===== src/rtl/branch_predict_resolve_pkg.sv =====
// Shared types for the bimodal BTB predictor and EX-stage branch resolution.
// Branch funct3 codes, 2-bit counter states and the per-entry metadata.
package branch_predict_resolve_pkg;

    localparam logic [2:0] F3_BEQ  = 3'b000;
    localparam logic [2:0] F3_BNE  = 3'b001;
    localparam logic [2:0] F3_BLT  = 3'b100;
    localparam logic [2:0] F3_BGE  = 3'b101;
    localparam logic [2:0] F3_BLTU = 3'b110;
    localparam logic [2:0] F3_BGEU = 3'b111;

    typedef enum logic [1:0] {
        CTR_SNT = 2'b00,
        CTR_WNT = 2'b01,
        CTR_WT  = 2'b10,
        CTR_ST  = 2'b11
    } ctr_e;

    // Tag and target widths depend on XLEN, so they live beside this struct.
    typedef struct packed {
        logic valid;
        logic is_jump;
        ctr_e ctr;
    } btb_meta_t;

    function automatic ctr_e ctr_inc(input ctr_e c);
        case (c)
            CTR_SNT: return CTR_WNT;
            CTR_WNT: return CTR_WT;
            default: return CTR_ST;
        endcase
    endfunction

    function automatic ctr_e ctr_dec(input ctr_e c);
        case (c)
            CTR_ST:  return CTR_WT;
            CTR_WT:  return CTR_WNT;
            default: return CTR_SNT;
        endcase
    endfunction

    function automatic logic ctr_taken(input ctr_e c);
        return (c == CTR_WT) || (c == CTR_ST);
    endfunction

endpackage


===== src/rtl/branch_cond_eval.sv =====
// Decodes branch funct3 against the ALU compare flags of rs1-rs2.
// Reserved funct3 encodings resolve as not taken.
module branch_cond_eval
    import branch_predict_resolve_pkg::*;
(
    input  logic [2:0] i_func3,
    input  logic       i_zero,
    input  logic       i_sign,
    input  logic       i_unsigned,
    output logic       o_cond
);

    always_comb begin
        o_cond = 1'b0;
        unique case (i_func3)
            F3_BEQ:  o_cond = i_zero;
            F3_BNE:  o_cond = ~i_zero;
            F3_BLT:  o_cond = i_sign & ~i_zero;
            F3_BGE:  o_cond = ~i_sign;
            F3_BLTU: o_cond = i_unsigned & ~i_zero;
            F3_BGEU: o_cond = ~i_unsigned;
            default: o_cond = 1'b0;
        endcase
    end

endmodule


===== src/rtl/branch_predict_resolve.sv =====
// Bimodal BTB predictor at fetch plus branch/jump resolution at EX.
// Mispredicts redirect the PC and flush IF/ID and ID/EX in the same cycle.
module branch_predict_resolve
    import branch_predict_resolve_pkg::*;
#(
    parameter int XLEN        = 32,
    parameter int BTB_ENTRIES = 16,
    parameter int CNT_W       = 32
) (
    input  logic            CLK,
    input  logic            RESET,
    input  logic [XLEN-1:0] FETCH_PC,
    output logic            PREDICT_TAKEN,
    output logic [XLEN-1:0] PREDICT_TARGET,
    input  logic            EX_VALID,
    input  logic [XLEN-1:0] EX_PC,
    input  logic            BRANCH,
    input  logic            JUMP,
    input  logic [2:0]      FUNC3,
    input  logic            ZERO,
    input  logic            SIGN,
    input  logic            UNSIGNED,
    input  logic [XLEN-1:0] BRANCH_ADDR,
    input  logic [XLEN-1:0] JUMP_ADDR,
    input  logic            EX_PRED_TAKEN,
    input  logic [XLEN-1:0] EX_PRED_TARGET,
    output logic            PC_MUX_CONTROL,
    output logic [XLEN-1:0] REDIRECT_ADDR,
    output logic            REG_FLUSH,
    output logic [CNT_W-1:0] BR_COUNT,
    output logic [CNT_W-1:0] MISPRED_COUNT
);

    localparam int IDX_W = $clog2(BTB_ENTRIES);
    localparam int TAG_W = XLEN - IDX_W - 2;

    if (BTB_ENTRIES < 2 || (BTB_ENTRIES & (BTB_ENTRIES - 1)) != 0) begin : g_bad_depth
        $error("BTB_ENTRIES must be a power of two and at least 2");
    end

    btb_meta_t        r_meta   [BTB_ENTRIES];
    logic [TAG_W-1:0] r_tag    [BTB_ENTRIES];
    logic [XLEN-1:0]  r_target [BTB_ENTRIES];
    logic [CNT_W-1:0] r_br_cnt;
    logic [CNT_W-1:0] r_mis_cnt;

    logic [IDX_W-1:0] w_f_idx;
    logic [IDX_W-1:0] w_e_idx;
    logic [TAG_W-1:0] w_f_tag;
    logic [TAG_W-1:0] w_e_tag;
    logic             w_f_hit;
    logic             w_e_hit;
    logic             w_cond;
    logic             w_active;
    logic             w_taken;
    logic             w_tgt_diff;
    logic             w_mispred;
    logic [XLEN-1:0]  w_act_target;
    logic [XLEN-1:0]  w_pc_plus4;
    logic             w_unused_bits;

    assign w_unused_bits = ^{FETCH_PC[1:0], EX_PC[1:0]};

    // Fetch-side lookup
    assign w_f_idx = FETCH_PC[IDX_W+1:2];
    assign w_f_tag = FETCH_PC[XLEN-1:IDX_W+2];
    assign w_f_hit = ~RESET & r_meta[w_f_idx].valid
                   & (r_tag[w_f_idx] == w_f_tag);

    assign PREDICT_TAKEN  = w_f_hit & (r_meta[w_f_idx].is_jump
                          | ctr_taken(r_meta[w_f_idx].ctr));
    assign PREDICT_TARGET = w_f_hit ? r_target[w_f_idx] : '0;

    branch_cond_eval u_cond (
        .i_func3    (FUNC3),
        .i_zero     (ZERO),
        .i_sign     (SIGN),
        .i_unsigned (UNSIGNED),
        .o_cond     (w_cond)
    );

    // EX-side resolution; JUMP wins over BRANCH when both are set
    assign w_active     = EX_VALID & (BRANCH | JUMP);
    assign w_taken      = w_active & (JUMP | (BRANCH & w_cond));
    assign w_act_target = JUMP ? JUMP_ADDR : BRANCH_ADDR;
    assign w_pc_plus4   = EX_PC + XLEN'(4);
    assign w_tgt_diff   = (w_act_target != EX_PRED_TARGET);
    assign w_mispred    = w_active & ((w_taken != EX_PRED_TAKEN)
                        | (w_taken & EX_PRED_TAKEN & w_tgt_diff));

    assign PC_MUX_CONTROL = w_mispred;
    assign REG_FLUSH      = w_mispred;
    assign REDIRECT_ADDR  = w_taken ? w_act_target : w_pc_plus4;

    assign w_e_idx = EX_PC[IDX_W+1:2];
    assign w_e_tag = EX_PC[XLEN-1:IDX_W+2];
    assign w_e_hit = r_meta[w_e_idx].valid & (r_tag[w_e_idx] == w_e_tag);

    always_ff @(posedge CLK or posedge RESET) begin
        if (RESET) begin
            for (int i = 0; i < BTB_ENTRIES; i++) begin
                r_meta[i].valid   <= 1'b0;
                r_meta[i].is_jump <= 1'b0;
                r_meta[i].ctr     <= CTR_WNT;
                r_tag[i]          <= '0;
                r_target[i]       <= '0;
            end
        end else if (w_active) begin
            if (w_taken) begin
                r_target[w_e_idx]       <= w_act_target;
                r_meta[w_e_idx].is_jump <= JUMP;
                if (w_e_hit) begin
                    r_meta[w_e_idx].ctr <= ctr_inc(r_meta[w_e_idx].ctr);
                end else begin
                    r_meta[w_e_idx].valid <= 1'b1;
                    r_meta[w_e_idx].ctr   <= CTR_WT;
                    r_tag[w_e_idx]        <= w_e_tag;
                end
            end else if (w_e_hit) begin
                r_meta[w_e_idx].ctr <= ctr_dec(r_meta[w_e_idx].ctr);
            end
        end
    end

    // Performance counters stick at all-ones
    always_ff @(posedge CLK or posedge RESET) begin
        if (RESET) begin
            r_br_cnt  <= '0;
            r_mis_cnt <= '0;
        end else begin
            if (w_active && (r_br_cnt != '1)) begin
                r_br_cnt <= r_br_cnt + CNT_W'(1);
            end
            if (w_mispred && (r_mis_cnt != '1)) begin
                r_mis_cnt <= r_mis_cnt + CNT_W'(1);
            end
        end
    end

    assign BR_COUNT      = r_br_cnt;
    assign MISPRED_COUNT = r_mis_cnt;

endmodule

===== config.mk =====
export PLATFORM = sky130hd
export DESIGN_NAME = branch_predict_resolve
export DESIGN_NICKNAME = d
export VERILOG_FILES = /design/src/rtl/branch_predict_resolve_pkg.sv /design/src/rtl/branch_cond_eval.sv /design/src/rtl/branch_predict_resolve.sv
export SDC_FILE = /design/constraint.sdc
export NUM_CORES = 2
export LEC_CHECK = 0
export ABC_AREA = 1
export CORE_MARGIN = 2
export CORE_UTILIZATION = 57
export CTS_BUF_LIST = sky130_fd_sc_hd__clkbuf_4
export DETAILED_ROUTE_END_ITERATION = 12
export PLACE_DENSITY_LB_ADDON = 0.25
export SETUP_SLACK_MARGIN = 0.02
export SYNTH_ARGS = -nofsm -noshare
export SYNTH_HDL_FRONTEND = slang
export SYNTH_SLANG_ARGS = --single-unit

===== constraint.sdc =====
create_clock -name CLK -period 36.1 [get_ports CLK]
set_clock_uncertainty 0.15 [all_clocks]
set_input_delay 7.22 -clock CLK [delete_from_list [all_inputs] [get_ports CLK]]
set_output_delay 7.22 -clock CLK [all_outputs]
set_load 0.01 [all_outputs]

==> run summary <==
Root Buffer -> clkbuf_4
Initial antenna violation count -> 18
Tmin final -> 20480 ps
ANT nets after route -> 0
Most common cell after layout, fill and taps aside -> nand2_1
Worst R2R End -> r_tag[211]$_DFFE_PP0P_
Setup crit end kind -> output pin
Pins Over Slew Limit -> 0
Slew HR -> 8.636%
# Post-CTS Setup Buffers -> 0
PD cells -> 53.27 mW/mm^2
Status -> finished, final reports clean
Routed WL -> 202900 um
Min-delay src -> r_meta[52]$_DFFE_PP1P_
Worst Path Max Fanout -> 127
DR WL/cell -> 21.52 um
Resized cells post-CTS -> 0
Hold Path Depth -> 2
Final hold viol count -> 0
Num Clock Sinks -> 1056
Port Buf Inserts -> 300
Startpoint of the worst-slack reg-to-reg timing path -> r_tag[271]$_DFFE_PP0P_
Starting density of the core -> 57.61%
I/O pins -> 303
GR peak layer -> met2
Post-Syn Nets -> 8024
F_max -> 48.82 MHz
Setup-failing EPs final -> 0
Grt ovf -> 0
GPL Wtd Cong -> 0.9669
Total power -> 3.385 mW
Gate Count Post-Synth -> 7845
Post-route DRC -> 0
1st-pass router iterations -> 7
Largest net degree at the start of global routing -> 190
Die height -> 319.9 um
Mapped cell area -> 0.05687 mm^2
Core Util, Final -> 64.38%
Nets -> 8138
Syn avg cell area -> 7.249 um^2
Critical Path Start Type -> primary input
Pleak -> 30.15 nW
Synth Warn # -> 0
Arr. time, crit path -> 13110 ps
Worst slew pin tran -> 1356 ps
Top FF cell, synth -> dfrtp_1
Chip width -> 319.9 um
GR Util met3 -> 13.12%
Design area -> 0.06355 mm^2
Sequential area share after synthesis -> 46.50%
Max clock buf depth -> 4
Vias per cell -> 6.079
Num CTS Buffers -> 303
Worst reg2reg path depth -> 19
Number of max-cap violations -> 0
Initial drt markers -> 8145
Share of layout cells above drive strength 1 -> 7.891%
Clock insertion delay at the later pin of the skew report -> 1290 ps
Core box area -> 0.09871 mm^2
Most frequent cells in the layout -> nand2_1, o21ai_0, dfrtp_1, inv_1, a21oi_1
RSZ-0062 raised after global routing -> no
H-tree levels -> 5
Clk slew on worst S/H paths -> 60 ps
Final HPWL DP -> 117500 um
Area after DPL -> 0.05998 mm^2
Post-synth ARST share -> 100.0%
Hold/Removal Path Class -> reg -> reg
Total global-route track usage -> 39.23%
Area grow syn2layout -> 11.74%
Final setup TNS -> 0 ps
Endpoint of the worst hold path -> r_meta[52]$_DFFE_PP1P_
Final Cycle Share -> 56.74%
Yosys reg bits -> 1056
Die area -> 0.1023 mm^2
CP startpoint -> FETCH_PC[2]
Vias -> 57320
CP Class -> in -> out
GRT met2 Usage -> 57.42%
Synth cell types -> 48
EDFF count, synth -> 0
Row count -> 115
Flop2flop setup slack -> 31530 ps
Vias in the first global route -> 54480
First-pass GRT wire length -> 310400 um
CTS Hold Buffers Added -> 0
IR drop worst, VDD -> 32.67 uV
Met1 Use GR -> 51.29%
Layout fillers -> 8740
CTS tree -> yes
Req. time, crit path -> 28730 ps
-- cell families (layout without fill, tap and decap cells) --
logic type | count (synthesis) | count (layout) | synth area share, %
AND/OR/NAND/NOR | 3403 | 3403 | 23.95
AO/OA/AOI/OAI | 1994 | 1994 | 18.69
buffers and inverters | 1265 | 1556 | 8.856
flip-flops | 1056 | 1056 | 46.50
XOR/XNOR | 120 | 120 | 1.848
adder cells (fa/ha/maj) | 7 | 7 | 0.1540
other | 0 | 7 | 0
-- layer usage --
metal  vias up  part of all wire [%]
li1      25800                     -
met1     26700                    37
met2      4025                    43
met3       775                    14
met4        24                   5.4
met5         -                 0.079
-- cell type report --
type	instances	area [um^2]	share of cell area (%)
inverter	665	2524	3.971
timing repair buffer	409	3874	6.096
antenna	7	17.52	0.02757
tap	1287	1610	2.534
clock buffer	435	3266	5.139
clock inverter	47	284.0	0.4470
sequential	1056	26450	41.62
multi-input combinational	5524	25530	40.17
-- worst max path at each step --
stage	endpoint	slack [ps]	cells past startpoint
after floorplan	BR_COUNT[0]$_DFFE_PP0P_	14180	1
after global placement	PREDICT_TAKEN	15930	16
after detailed placement	PREDICT_TAKEN	15740	16
after CTS	PREDICT_TAKEN	15750	16
after global routing	PREDICT_TAKEN	15260	16
final	PREDICT_TAKEN	15620	16
-- sequential cells by signal, indices dropped and copies added, names as in the netlist --
signal         cells
r_target         512
r_tag            416
BR_COUNT          32
r_meta            64
MISPRED_COUNT     32
-- critical path: stages --
cell and delay, ps:
buf_8 280, inv_8 610, buf_4 750, buf_4 750, a21oi_1 150, o21ai_0 110, nand3_1 110, nand3_1 130
nand2_1 110, a22o_1 230, nor2_1 220, nand2_1 90, nor2_1 120, nand2_2 620, nor3_1 760, clkdlybuf4s50_1 660
-- synth_stat cells, types with 2 or more instances --
library cell	n	area share, %
nand2_1	2570	17
o21ai_0	1087	9.6
dfrtp_1	1040	46
inv_1	651	4.3
a21oi_1	447	3.9
nand3_1	429	3.8
clkbuf_1	406	2.7
nor2_1	253	1.7
o21ai_1	232	2.0
buf_2	102	0.90
xor2_1	83	1.3
o211ai_1	81	1.1
nor3_1	76	0.67
buf_1	60	0.40
a221oi_1	48	0.74
xnor2_1	37	0.57
o22ai_1	36	0.40
a32o_1	25	0.44
nand4_1	24	0.26
buf_4	23	0.30
dfstp_2	16	0.74
a31oi_1	15	0.17
nor4_1	15	0.17
nor2_2	11	0.12
buf_6	8	0.16
o32ai_1	8	0.12
or2_2	8	0.088
clkinv_1	7	0.046
ha_1	7	0.15
inv_2	6	0.040
o31ai_1	5	0.066
nor2_4	4	0.079
a22o_1	3	0.046
and3_1	3	0.033
nand2_2	3	0.033
nand3b_1	2	0.026
o21bai_1	2	0.026
o221ai_1	2	0.031
-- where the power goes --
group          internal [mW]  switching (mW)
logic                  0.255           0.472
registers               1.45           0.126
clock network          0.574           0.514
-- stage by stage --
| stage | instances | hold slack [ps] | setup slack (ps) |
|---|---|---|---|
| finish | 9430 | 320.3 | 15620 |
| CTS | 9423 | 317.5 | 15750 |
| floorplan | 7845 | 284.6 | 14180 |
| global route | 9426 | 330.8 | 15260 |
| global placement | 8941 | 298.9 | 15930 |
| detailed placement | 8941 | 307.5 | 15740 |
Note: power is estimated with default switching activity, not from simulation.
